## config.mk

```make
export PLATFORM = sky130hd
export DESIGN_NAME = cl_sde_argmax_pack
export DESIGN_NICKNAME = d
export VERILOG_FILES = /design/src/rtl/cl_sde_pkg.sv /design/src/rtl/cl_sde_argmax_scan.sv /design/src/rtl/cl_sde_argmax_pack.sv
export SDC_FILE = /design/constraint.sdc
export NUM_CORES = 1
export LEC_CHECK = 0
export ABC_AREA = 1
export ABC_CLOCK_PERIOD_IN_PS = 3200
export BUFFER_PORTS_ARGS = -buffer_cell sky130_fd_sc_hd__buf_2
export CAP_MARGIN = 5
export CELL_PAD_IN_SITES_DETAIL_PLACEMENT = 1
export CELL_PAD_IN_SITES_GLOBAL_PLACEMENT = 2
export CORE_UTILIZATION = 28
export CTS_BUF_LIST = sky130_fd_sc_hd__clkbuf_4 sky130_fd_sc_hd__clkbuf_8 sky130_fd_sc_hd__clkbuf_16
export DETAILED_ROUTE_END_ITERATION = 10
export GPL_TIMING_DRIVEN = 0
export PLACE_DENSITY_LB_ADDON = 0.15
export SKIP_LAST_GASP = 1
export SLEW_MARGIN = 20
export SYNTH_ARGS = -nofsm -noshare
export SYNTH_HDL_FRONTEND = slang
export SYNTH_SLANG_ARGS = --single-unit
```

## constraint.sdc

```tcl
create_clock -name clk -period 3.2 [get_ports clk]
set_clock_uncertainty 0.05 [all_clocks]
set_input_delay 0.48 -clock clk [delete_from_list [all_inputs] [get_ports clk]]
set_output_delay 0.48 -clock clk [all_outputs]
set_load 0.05 [all_outputs]
```

## src/rtl/cl_sde_pkg.sv

```systemverilog
// ---------------------------------------------------------------------------
// cl_sde_pkg
//   Shared types and constants for the SDE argmax/pack output stage.
//   - sde_result_t : one 32-bit per-image result record
//                    {score[15:0], seq[11:0], class idx[3:0]}
//   - sde_state_t  : pack-stage FSM states
//   - SDE_RES_W / SDE_BEAT_W : record and AXI-stream beat widths
// ---------------------------------------------------------------------------
package cl_sde_pkg;

  localparam int SDE_RES_W  = 32;
  localparam int SDE_BEAT_W = 512;

  typedef struct packed {
    logic [15:0] score;  // winning score (two's complement)
    logic [11:0] seq;    // image sequence number, mod 4096
    logic [3:0]  idx;    // winning class index
  } sde_result_t;

  typedef enum logic [1:0] {
    ST_IDLE,
    ST_SCAN,
    ST_PACK,
    ST_SEND
  } sde_state_t;

endpackage

```

## src/rtl/cl_sde_argmax_scan.sv

```systemverilog
// ---------------------------------------------------------------------------
// cl_sde_argmax_scan
//   Sequential signed argmax over one latched score vector, one compare per
//   cycle. Ties keep the lowest class index (strict greater-than).
//   Ports:
//     clk, rst_n  : clock, asynchronous active-low reset
//     start       : latch vec and begin a scan (class 0 is the initial best)
//     vec         : NUM_CLASSES scores, class i at [i*SCORE_W +: SCORE_W]
//     last        : high during the cycle of the final compare
//     done        : one-cycle pulse after the final compare; best_* final
//     best_score  : current best score
//     best_idx    : current best class index
// ---------------------------------------------------------------------------
module cl_sde_argmax_scan #(
  parameter int NUM_CLASSES = 10,
  parameter int SCORE_W     = 16
) (
  input  logic                           clk,
  input  logic                           rst_n,
  input  logic                           start,
  input  logic [NUM_CLASSES*SCORE_W-1:0] vec,
  output logic                           last,
  output logic                           done,
  output logic [SCORE_W-1:0]             best_score,
  output logic [3:0]                     best_idx
);

  logic [NUM_CLASSES*SCORE_W-1:0] vec_reg;
  logic [3:0]                     idx_reg;
  logic                           busy_reg;
  logic                           done_reg;
  logic [SCORE_W-1:0]             best_score_reg;
  logic [3:0]                     best_idx_reg;
  logic [SCORE_W-1:0]             cur_score;

  assign cur_score  = vec_reg[idx_reg*SCORE_W +: SCORE_W];
  assign last       = busy_reg && (idx_reg == 4'(NUM_CLASSES - 1));
  assign done       = done_reg;
  assign best_score = best_score_reg;
  assign best_idx   = best_idx_reg;

  always_ff @(posedge clk or negedge rst_n) begin
    if (!rst_n) begin
      vec_reg        <= '0;
      idx_reg        <= '0;
      busy_reg       <= 1'b0;
      done_reg       <= 1'b0;
      best_score_reg <= '0;
      best_idx_reg   <= '0;
    end else begin
      done_reg <= 1'b0;
      if (start) begin
        vec_reg        <= vec;
        best_score_reg <= vec[SCORE_W-1:0];
        best_idx_reg   <= 4'd0;
        idx_reg        <= 4'd1;
        busy_reg       <= 1'b1;
      end else if (busy_reg) begin
        // Strict compare: an equal later score never displaces an earlier one.
        if ($signed(cur_score) > $signed(best_score_reg)) begin
          best_score_reg <= cur_score;
          best_idx_reg   <= idx_reg;
        end
        if (last) begin
          busy_reg <= 1'b0;
          done_reg <= 1'b1;
        end else begin
          idx_reg <= idx_reg + 4'd1;
        end
      end
    end
  end

endmodule

```

## src/rtl/cl_sde_argmax_pack.sv

```systemverilog
// ---------------------------------------------------------------------------
// cl_sde_argmax_pack
//   Accepts one class-score vector per image, finds the winning class with
//   cl_sde_argmax_scan, and packs one 32-bit record per image into 512-bit
//   AXI-stream beats. A beat is sent when full, on flush, or (optionally) on
//   an idle timeout.
//   Optional feature: define CL_SDE_ARGMAX_TIMEOUT_EN to send a partial beat
//   after FLUSH_CYCLES idle cycles; otherwise only flush drains partial beats.
//   Ports:
//     clk, rst_n               : clock, asynchronous active-low reset
//     score_valid/score_ready  : score vector handshake
//     score_data               : class i at [i*SCORE_W +: SCORE_W]
//     flush                    : single-cycle request to send the partial beat
//     ots_valid/ots_ready      : beat handshake
//     ots_data                 : record k at [k*32 +: 32], unused slots zero
//     ots_keep                 : 4'hF per filled slot, LSB first
//     ots_last                 : high with every beat
//     img_count                : images accepted since reset (wraps)
// ---------------------------------------------------------------------------
module cl_sde_argmax_pack
  import cl_sde_pkg::*;
#(
  parameter int NUM_CLASSES  = 10,
  parameter int SCORE_W      = 16,
  parameter int RES_PER_BEAT = 16,
  parameter int FLUSH_CYCLES = 1024
) (
  input  logic                           clk,
  input  logic                           rst_n,
  input  logic                           score_valid,
  output logic                           score_ready,
  input  logic [NUM_CLASSES*SCORE_W-1:0] score_data,
  input  logic                           flush,
  output logic                           ots_valid,
  input  logic                           ots_ready,
  output logic [SDE_BEAT_W-1:0]          ots_data,
  output logic [63:0]                    ots_keep,
  output logic                           ots_last,
  output logic [31:0]                    img_count
);

  localparam int FILL_W   = $clog2(RES_PER_BEAT + 1);
  localparam int MAX_SLOT = SDE_BEAT_W / SDE_RES_W;

  if (NUM_CLASSES < 2 || NUM_CLASSES > 16 || RES_PER_BEAT < 1 ||
      RES_PER_BEAT > MAX_SLOT || FLUSH_CYCLES < 1) begin : g_bad_param
    $error("cl_sde_argmax_pack: parameter out of range");
  end

  sde_state_t        state_reg, state_next;
  logic              live_reg;       // low until the first edge after reset
  logic [FILL_W-1:0] fill_reg;
  logic              flush_pend_reg;
  logic [11:0]       seq_reg;
  logic [31:0]       img_count_reg;

  logic              accept, flush_req, timeout_hit, pend_clr, beat_done, pack_we;
  logic              scan_last, scan_done;
  logic [SCORE_W-1:0] scan_best_score;
  logic [3:0]        scan_best_idx;
  sde_result_t       rec;

  cl_sde_argmax_scan #(
    .NUM_CLASSES (NUM_CLASSES),
    .SCORE_W     (SCORE_W)
  ) u_scan (
    .clk        (clk),
    .rst_n      (rst_n),
    .start      (accept),
    .vec        (score_data),
    .last       (scan_last),
    .done       (scan_done),
    .best_score (scan_best_score),
    .best_idx   (scan_best_idx)
  );

  assign score_ready = live_reg && (state_reg == ST_IDLE);
  assign accept      = score_valid && score_ready;
  assign ots_valid   = (state_reg == ST_SEND);
  assign ots_last    = ots_valid;
  assign img_count   = img_count_reg;
  // The raw flush pulse is honoured in the same cycle so an idle flush
  // raises ots_valid one cycle later; the latched copy covers busy states.
  assign flush_req   = flush_pend_reg || flush || timeout_hit;
  assign pack_we     = (state_reg == ST_PACK) && scan_done;

  always_comb begin
    rec       = '0;
    rec.score = 16'($signed(scan_best_score));
    rec.seq   = seq_reg;
    rec.idx   = scan_best_idx;
  end

  always_comb begin
    state_next = state_reg;
    pend_clr   = 1'b0;
    beat_done  = 1'b0;
    case (state_reg)
      ST_IDLE: begin
        if (accept) begin
          state_next = ST_SCAN;
        end else if (flush_req) begin
          if (fill_reg != '0) state_next = ST_SEND;
          else                pend_clr   = 1'b1;  // nothing to send
        end
      end
      ST_SCAN: if (scan_last) state_next = ST_PACK;
      ST_PACK: begin
        // fill_reg still holds the pre-increment count here.
        if (fill_reg == FILL_W'(RES_PER_BEAT - 1) || flush_req) state_next = ST_SEND;
        else                                                     state_next = ST_IDLE;
      end
      ST_SEND: begin
        if (ots_ready) begin
          beat_done  = 1'b1;
          pend_clr   = 1'b1;
          state_next = ST_IDLE;
        end
      end
      default: state_next = ST_IDLE;
    endcase
  end

  always_ff @(posedge clk or negedge rst_n) begin
    if (!rst_n) begin
      state_reg      <= ST_IDLE;
      live_reg       <= 1'b0;
      fill_reg       <= '0;
      flush_pend_reg <= 1'b0;
      seq_reg        <= '0;
      img_count_reg  <= '0;
    end else begin
      state_reg      <= state_next;
      live_reg       <= 1'b1;
      flush_pend_reg <= flush || (flush_pend_reg && !pend_clr);
      if (accept) begin
        seq_reg       <= img_count_reg[11:0];
        img_count_reg <= img_count_reg + 32'd1;
      end
      if (beat_done)    fill_reg <= '0;
      else if (pack_we) fill_reg <= fill_reg + FILL_W'(1);
    end
  end

  // Record slots; cleared as a whole once a beat is handed off.
  for (genvar gi = 0; gi < MAX_SLOT; gi++) begin : g_slot
    if (gi < RES_PER_BEAT) begin : g_used
      sde_result_t slot_reg;
      always_ff @(posedge clk or negedge rst_n) begin
        if (!rst_n)                                     slot_reg <= '0;
        else if (beat_done)                             slot_reg <= '0;
        else if (pack_we && fill_reg == FILL_W'(gi))    slot_reg <= rec;
      end
      assign ots_data[gi*SDE_RES_W +: SDE_RES_W] = slot_reg;
      assign ots_keep[gi*4 +: 4] = (fill_reg > FILL_W'(gi)) ? 4'hF : 4'h0;
    end else begin : g_unused
      assign ots_data[gi*SDE_RES_W +: SDE_RES_W] = '0;
      assign ots_keep[gi*4 +: 4] = 4'h0;
    end
  end

`ifdef CL_SDE_ARGMAX_TIMEOUT_EN
  localparam int CNT_W = $clog2(FLUSH_CYCLES + 1);
  logic [CNT_W-1:0] idle_cnt_reg;

  assign timeout_hit = (idle_cnt_reg == CNT_W'(FLUSH_CYCLES));

  always_ff @(posedge clk or negedge rst_n) begin
    if (!rst_n)                                                   idle_cnt_reg <= '0;
    else if (state_reg != ST_IDLE || accept || state_next != ST_IDLE) idle_cnt_reg <= '0;
    else if (fill_reg != '0 && !timeout_hit)                       idle_cnt_reg <= idle_cnt_reg + CNT_W'(1);
  end
`else
  assign timeout_hit = 1'b0;
`endif

endmodule
```

---- Yosys cells after proc, flatten, opt, wreduce, memory -nomap -nowiden ----
Index checks and enable logic that the tools add are counted.
operators by class
  $add $sub $neg .......................... 3
  order comparisons ....................... 17
  equal/unequal tests ..................... 24
  shift-type cells ........................ 1
  muxes and demuxes ....................... 78
  reduce and logical (&&, ||, !) cells .... 50
operators by type and width
  kind                   number
  $mux 32                32
  $shiftx 160x9->16      1
  $mux 4                 22
  $mux 16                3
  $eq 5x4->1 const B     8
  $gt 5x4->1 const B     8
  $reduce_bool 2->1      19
  $add 32x1->32 const B  1
  $logic_and 1x1->1      21
  $eq 5x3->1 const B     4
  $gt 5x3->1 const B     4
  $gt 16x16->1           1
  $mux 2                 6
  $mux 1                 11
  $eq 5x2->1 const B     2
  $gt 5x1->1 const B     2
  $gt 5x2->1 const B     2
  $mux 5                 2
  $pmux 2 s4             1
  $ne 2x2->1 const B     3
  $add 5x1->5 const B    1
  $eq 5x1->1 const B     1
  $logic_not 5->1        1
  $reduce_bool 5->1      1
  other kinds (12)       16
word-level totals
  register bits ........................... 751
  output and inout bits ................... 611
  word-level logic and storage cells ...... 233

---- Depth between registers and ports, before layout ----
  word-level depth ........................ 8
  mapped depth ............................ 25
  depth with buffers taken out ............ 22

---- Cells and area by module ----
Synthesis repeated with hierarchy kept, for this count alone.
unflattened totals
  cells, all modules ...................... 3,455
  area total of the unflattened synthesis .. 31,253.7 µm²
by module, submodules not included
  module              times used  cells an instance  area an instance (µm²)  seq. area each (µm²)
  cl_sde_argmax_pack  1           2,274              22,083.7                14,138.6
  cl_sde_argmax_scan  1           1,181              9,170.0                 4,654.5

---- Worst setup path after synthesis ----
OpenSTA, ideal clock, no wires.
  path kind ............................... reg-to-output
  start point ............................. register fill_reg[1]
  end point ............................... output ots_keep[37]
  arrival time ............................ 2,758 ps
  setup slack ............................. -88 ps
  cell stages (with the launch flop) ...... 7
  buffers on the path ..................... 1
  cells stage by stage .................... dfrtp_1 clkinv_1 ha_1 inv_1 nor3_1 a211oi_1 buf_4
on the way
  longest elaborated chain between the ends .. 2
RTL lines
  item                    RTL line                   RTL
  from (decl)             cl_sde_argmax_pack.sv:52   logic [FILL_W-1:0] fill_reg;
  from (signal assigned)  cl_sde_argmax_pack.sv:141  else if (pack_we) fill_reg <= fill_reg + FILL_W'(1);
  $gt 5x4->1              cl_sde_argmax_pack.sv:155  assign ots_keep[gi*4 +: 4] = (fill_reg > FILL_W'(gi)) ? 4'hF : 4'h0;
  $mux 4                  cl_sde_argmax_pack.sv:155
  to (decl)               cl_sde_argmax_pack.sv:37   output logic [63:0] ots_keep,
Every way passes these cells.

---- Worst setup path after layout ----
  start point ............................. register u_scan.idx_reg[0]
  end point ............................... register u_scan.best_score_reg[13] (netlist: u_scan.best_score[13])
on the way
  longest elaborated chain between the ends .. 4
RTL lines
  item                                                           RTL line                  RTL
  from (decl)                                                    cl_sde_argmax_scan.sv:29  logic [3:0] idx_reg;
  from (signal assigned)                                         cl_sde_argmax_scan.sv:68  idx_reg <= idx_reg + 4'd1;
  $shiftx 160x9->16 *                                            cl_sde_argmax_scan.sv:36  assign cur_score = vec_reg[idx_reg*SCORE_W +: SCORE_W];
  $gt 16x16->1 or $mux 16 (tied branches)                        cl_sde_argmax_scan.sv:60  if ($signed(cur_score) > $signed(best_score_reg)) begin
  $reduce_bool 2->1 (no source line) or $mux 16 (tied branches)  --
  $reduce_and 2->1 (no source line) or $mux 16 (tied branches)   --
  to (signal assigned)                                           cl_sde_argmax_scan.sv:54  best_score_reg <= vec[SCORE_W-1:0];
  to (signal assigned)                                           cl_sde_argmax_scan.sv:61  best_score_reg <= cur_score;
  to (decl)                                                      cl_sde_argmax_scan.sv:32  logic [SCORE_W-1:0] best_score_reg;
Mark *: on every way between the ends. The rest lies on a longest branch, timed or not. The select of a mux whose other input is x is not followed.
A chain may end at the register's enable or synchronous reset.

==> flow_summary.json <==
{
  "critPathMaxFanout": 7,
  "die_w_um": 332,
  "worstSetupStartpointType": "register",
  "crit_type": "reg -> reg",
  "place_congestion": 0.822,
  "grt_max_degree": 129,
  "p_total_mw": 21.0,
  "drive_above_1_share_pct": 27.8,
  "worstReg2RegStart": "u_scan.idx_reg[0]$_DFFE_PN0P_",
  "slowest_stage": "dfrtp_2",
  "switching_share_pct": 22.0,
  "worst_skew_pair.late_latency_ns": 0.67,
  "drt_iter0_markers": 1545,
  "synth_seq_cells": 751,
  "post_drt_via_cell_ratio": 4.71,
  "cts-buffers-inserted": 90,
  "max-vdd-ir-drop_mv": 0.398,
  "syn_inst": 3341,
  "grt_pass1_vias": 28597,
  "critPathLaunch": "u_scan.idx_reg[0]$_DFFE_PN0P_",
  "cts_tree": "built",
  "die-area_um2": 110000,
  "clk_pin_slew_ns": 0.06,
  "multi_input_area_um2": 10500,
  "fin_tns_setup_ns": 0,
  "grt-ovfl-total": 0,
  "fillCellCount": 12603,
  "reg2reg_to": "u_scan.best_score[13]$_DFFE_PN0P_",
  "clock.fmax_mhz": 315,
  "syn_nets": 3534,
  "area_growth_pct": 37.7,
  "synth_flop_cell": "dfrtp_1",
  "dp_hpwl_um": 109000,
  "worstMarginPinSlew_ns": 1.07,
  "synthArstFlopShare_pct": 100,
  "setup_violations": 0,
  "start_util_pct": 28.3,
  "fp.coreArea_um2": 107000,
  "fin_ws_ns": 0.0274,
  "cap_violations": 0,
  "drc_errors": 0,
  "dp_slack_ns": -0.845,
  "cp_slowest_stage_delay_ns": 0.49,
  "cp.depth": 19,
  "port_buffers": 775,
  "clockRootBuffer": "clkbuf_16",
  "die_y_um": 332,
  "worstHoldStart": "score_data[15]",
  "syn_area_um2": 30400,
  "switchingPower_mw": 4.62,
  "num_rows": 120,
  "path_cells": "buf_12 -> buf_8 -> o21ai_1 -> o211ai_1 -> nand3_1 -> nand2_2 -> ha_4 -> a21oi_2 -> nand2_1 -> nand2_1 -> nand2_2 -> nand2_4 -> nand2_2 -> nand2_2 -> nand3_4 -> nand2_4 -> buf_6 -> nand2_1 -> nand2_1",
  "dr.pass1.iters": 5,
  "crit_family": "simple AND/OR/NAND/NOR gates",
  "avgSynthCellArea_um2": 9.11,
  "combPwrFrac_pct": 2.3,
  "largest_register_ffs": 512,
  "rsz0062_at_grt": "yes",
  "wl_per_cell_um": 24.5,
  "yosysWarnings": 0,
  "hold_depth": 3,
  "crit_arrival_ns": 3.72,
  "power_frac_seq_pct": 45.2,
  "nets": 4568,
  "grt_usage_pct": 25.8,
  "num_io_pins": 776,
  "worstPathRequired_ns": 3.75,
  "slew_violations": 0,
  "antenna_found_initial": 8,
  "drtAntennaViolNets": 0,
  "reg2reg_depth": 19,
  "critPathBufInv": 3,
  "hold_viol": 0,
  "hold_class": "in -> reg",
  "vias": 27600,
  "regArea_um2": 18800,
  "routed_wl_um": 144000,
  "clkPwrFrac_pct": 52.5,
  "outcome": "finished, final reports clean",
  "post-route-min-period_ns": 3.17,
  "ff2ff_setup_slack_ns": 0.03,
  "grt_pass1_wl_um": 207000,
  "synth-edff-count": 0,
  "relSlewSlack_pct": 28.8,
  "leakage_nw": 20.9,
  "cts.sinks": 751,
  "seq_area_frac_synth_pct": 61.8,
  "hold_end": "u_scan.vec_reg[15]$_DFFE_PN0P_",
  "clock_path_buffers": 3,
  "powerDensity_nw_per_um2": 501,
  "fin_util_pct": 39.0,
  "synth_cell_types": 44,
  "htreeDepth": 3,
  "endpoint_kind": "register",
  "fin_crit_sh_pct": 99.1,
  "p_int_mw": 16.4
}
==> synth_stat cells (2+ instances only) <==
cell | count | area [um2]
nand2_1 | 953 | 3580
dfrtp_1 | 751 | 18800
nor2_1 | 409 | 1540
a21oi_1 | 319 | 1600
o21ai_0 | 278 | 1390
clkbuf_1 | 139 | 522
inv_1 | 90 | 338
nand3_1 | 55 | 275
buf_4 | 52 | 390
buf_2 | 50 | 250
o21ai_1 | 45 | 225
o211ai_1 | 32 | 240
ha_1 | 28 | 350
xor2_1 | 23 | 201
buf_1 | 21 | 78.8
nor3_1 | 20 | 100
inv_2 | 15 | 56.3
nand4_1 | 13 | 81.3
xnor2_1 | 8 | 70.1
a211oi_1 | 4 | 30.0
o31ai_1 | 4 | 30.0
a31oi_1 | 2 | 12.5
a41oi_2 | 2 | 32.5
clkinv_1 | 2 | 7.51
nand2_2 | 2 | 12.5
nor2_4 | 2 | 22.5
nor3_2 | 2 | 20.0
nor3b_1 | 2 | 15.0
nor4_1 | 2 | 12.5
o21ai_2 | 2 | 17.5
==> cells in the final DEF (no fill, tap or decap), types with 18 or more instances in the layout <==
cell type	Yosys	final
inv_1	90	85
clkbuf_4	0	29
clkbuf_8	0	23
dlygate4sd3_1	0	150
nor3_1	20	18
nand3_1	55	48
buf_4	52	70
nor2_1	409	393
nand2_1	953	907
nand2_2	2	45
a21oi_1	319	315
o211ai_1	32	32
o21ai_1	45	60
dfrtp_1	751	745
buf_2	50	805
clkbuf_1	139	117
xor2_1	23	23
clkbuf_16	0	97
o21ai_0	278	260
==> routing by layer <==
metal  GRT usage [%]  vias up  routed length [um]
met5               0        -                  27
met3            4.97      187                7030
li1                -    12830                   -
met4            9.50        4                5220
met2            45.8      733               73400
met1            30.8    13846               57900
==> area by class of cell <==
type / count / share of cell area, %
multi-input cells: 2220 / 25.0
plain buffers: 256 / 3.36
diodes: 4 / 0.0239
clock buffers: 131 / 6.52
clock inverters: 36 / 1.12
repair buffers: 949 / 13.9
well taps: 1403 / 4.19
inverters: 107 / 1.01
flip-flops and latches: 751 / 44.9
==> cell families after synthesis <==
family | Yosys count | synth area share [%]
DFF | 751 | 61.8
other | 1 | 0.0123
AOI/OAI and AO/OA | 696 | 12.0
and+or+nand+nor | 1464 | 18.7
xor gates and xnor gates | 31 | 0.892
adders and majority gates | 28 | 1.15
buffers and inverters | 370 | 5.44
==> metrics by stage <==
step / std cells / instance area, um2 / hold slack (ns)
2_1_floorplan: 3341 / 30400 / 0.134
3_3_place_gp: 5519 / 36100 / 0.409
3_5_place_dp: 5525 / 36200 / 0.334
4_1_cts: 5841 / 41100 / 0.00510
5_1_grt: 5855 / 41900 / 0.0514
6_report: 5857 / 41900 / 0.0369
==> tightest hold or removal path: cells and delay by family <==
kind            cells  cell delay (ns)
buf+inv             1             0.08
simple gates        1             0.08
compound gates      1             0.08
==> power by group through the flow <==
| stage | registers [mW] | logic, mW | clock network (mW) |
|---|---|---|---|
| final | 9.50 | 0.481 | 11.0 |
| after global routing | 9.49 | 0.540 | 11.6 |
| after CTS | 9.50 | 0.495 | 11.3 |
| after detailed placement | 9.67 | 0.350 | 0 |
| after global placement | 9.68 | 0.324 | 0 |
| after floorplan | 9.67 | 0.000131 | 0 |
==> repair_timing <==
| item | 4_1_cts | 5_1_grt |
|---|---|---|
| setup buffers | 6 | 6 |
| pin swaps | 9 | 67 |
| cloned | 0 | 6 |
| hold buffers | 150 | 0 |
| setup endpoints to repair | 189 | 106 |
| endpoints found under the hold margin | 199 | 0 |
| gates resized for setup | 63 | 184 |
==> worst max path at each step <==
stage	endpoint	slack (ns)
detailed placement	u_scan.best_score[13]$_DFFE_PN0P_	-0.85
CTS	ots_keep[6]	-0.08
floorplan	ots_keep[53]	0.05
finish	u_scan.best_score[13]$_DFFE_PN0P_	0.03
global route	u_scan.best_score[13]$_DFFE_PN0P_	-0.1
global placement	img_count[28]$_DFFE_PN0P_	-15.90
No activity file was read; power rests on OpenSTA's default activity.
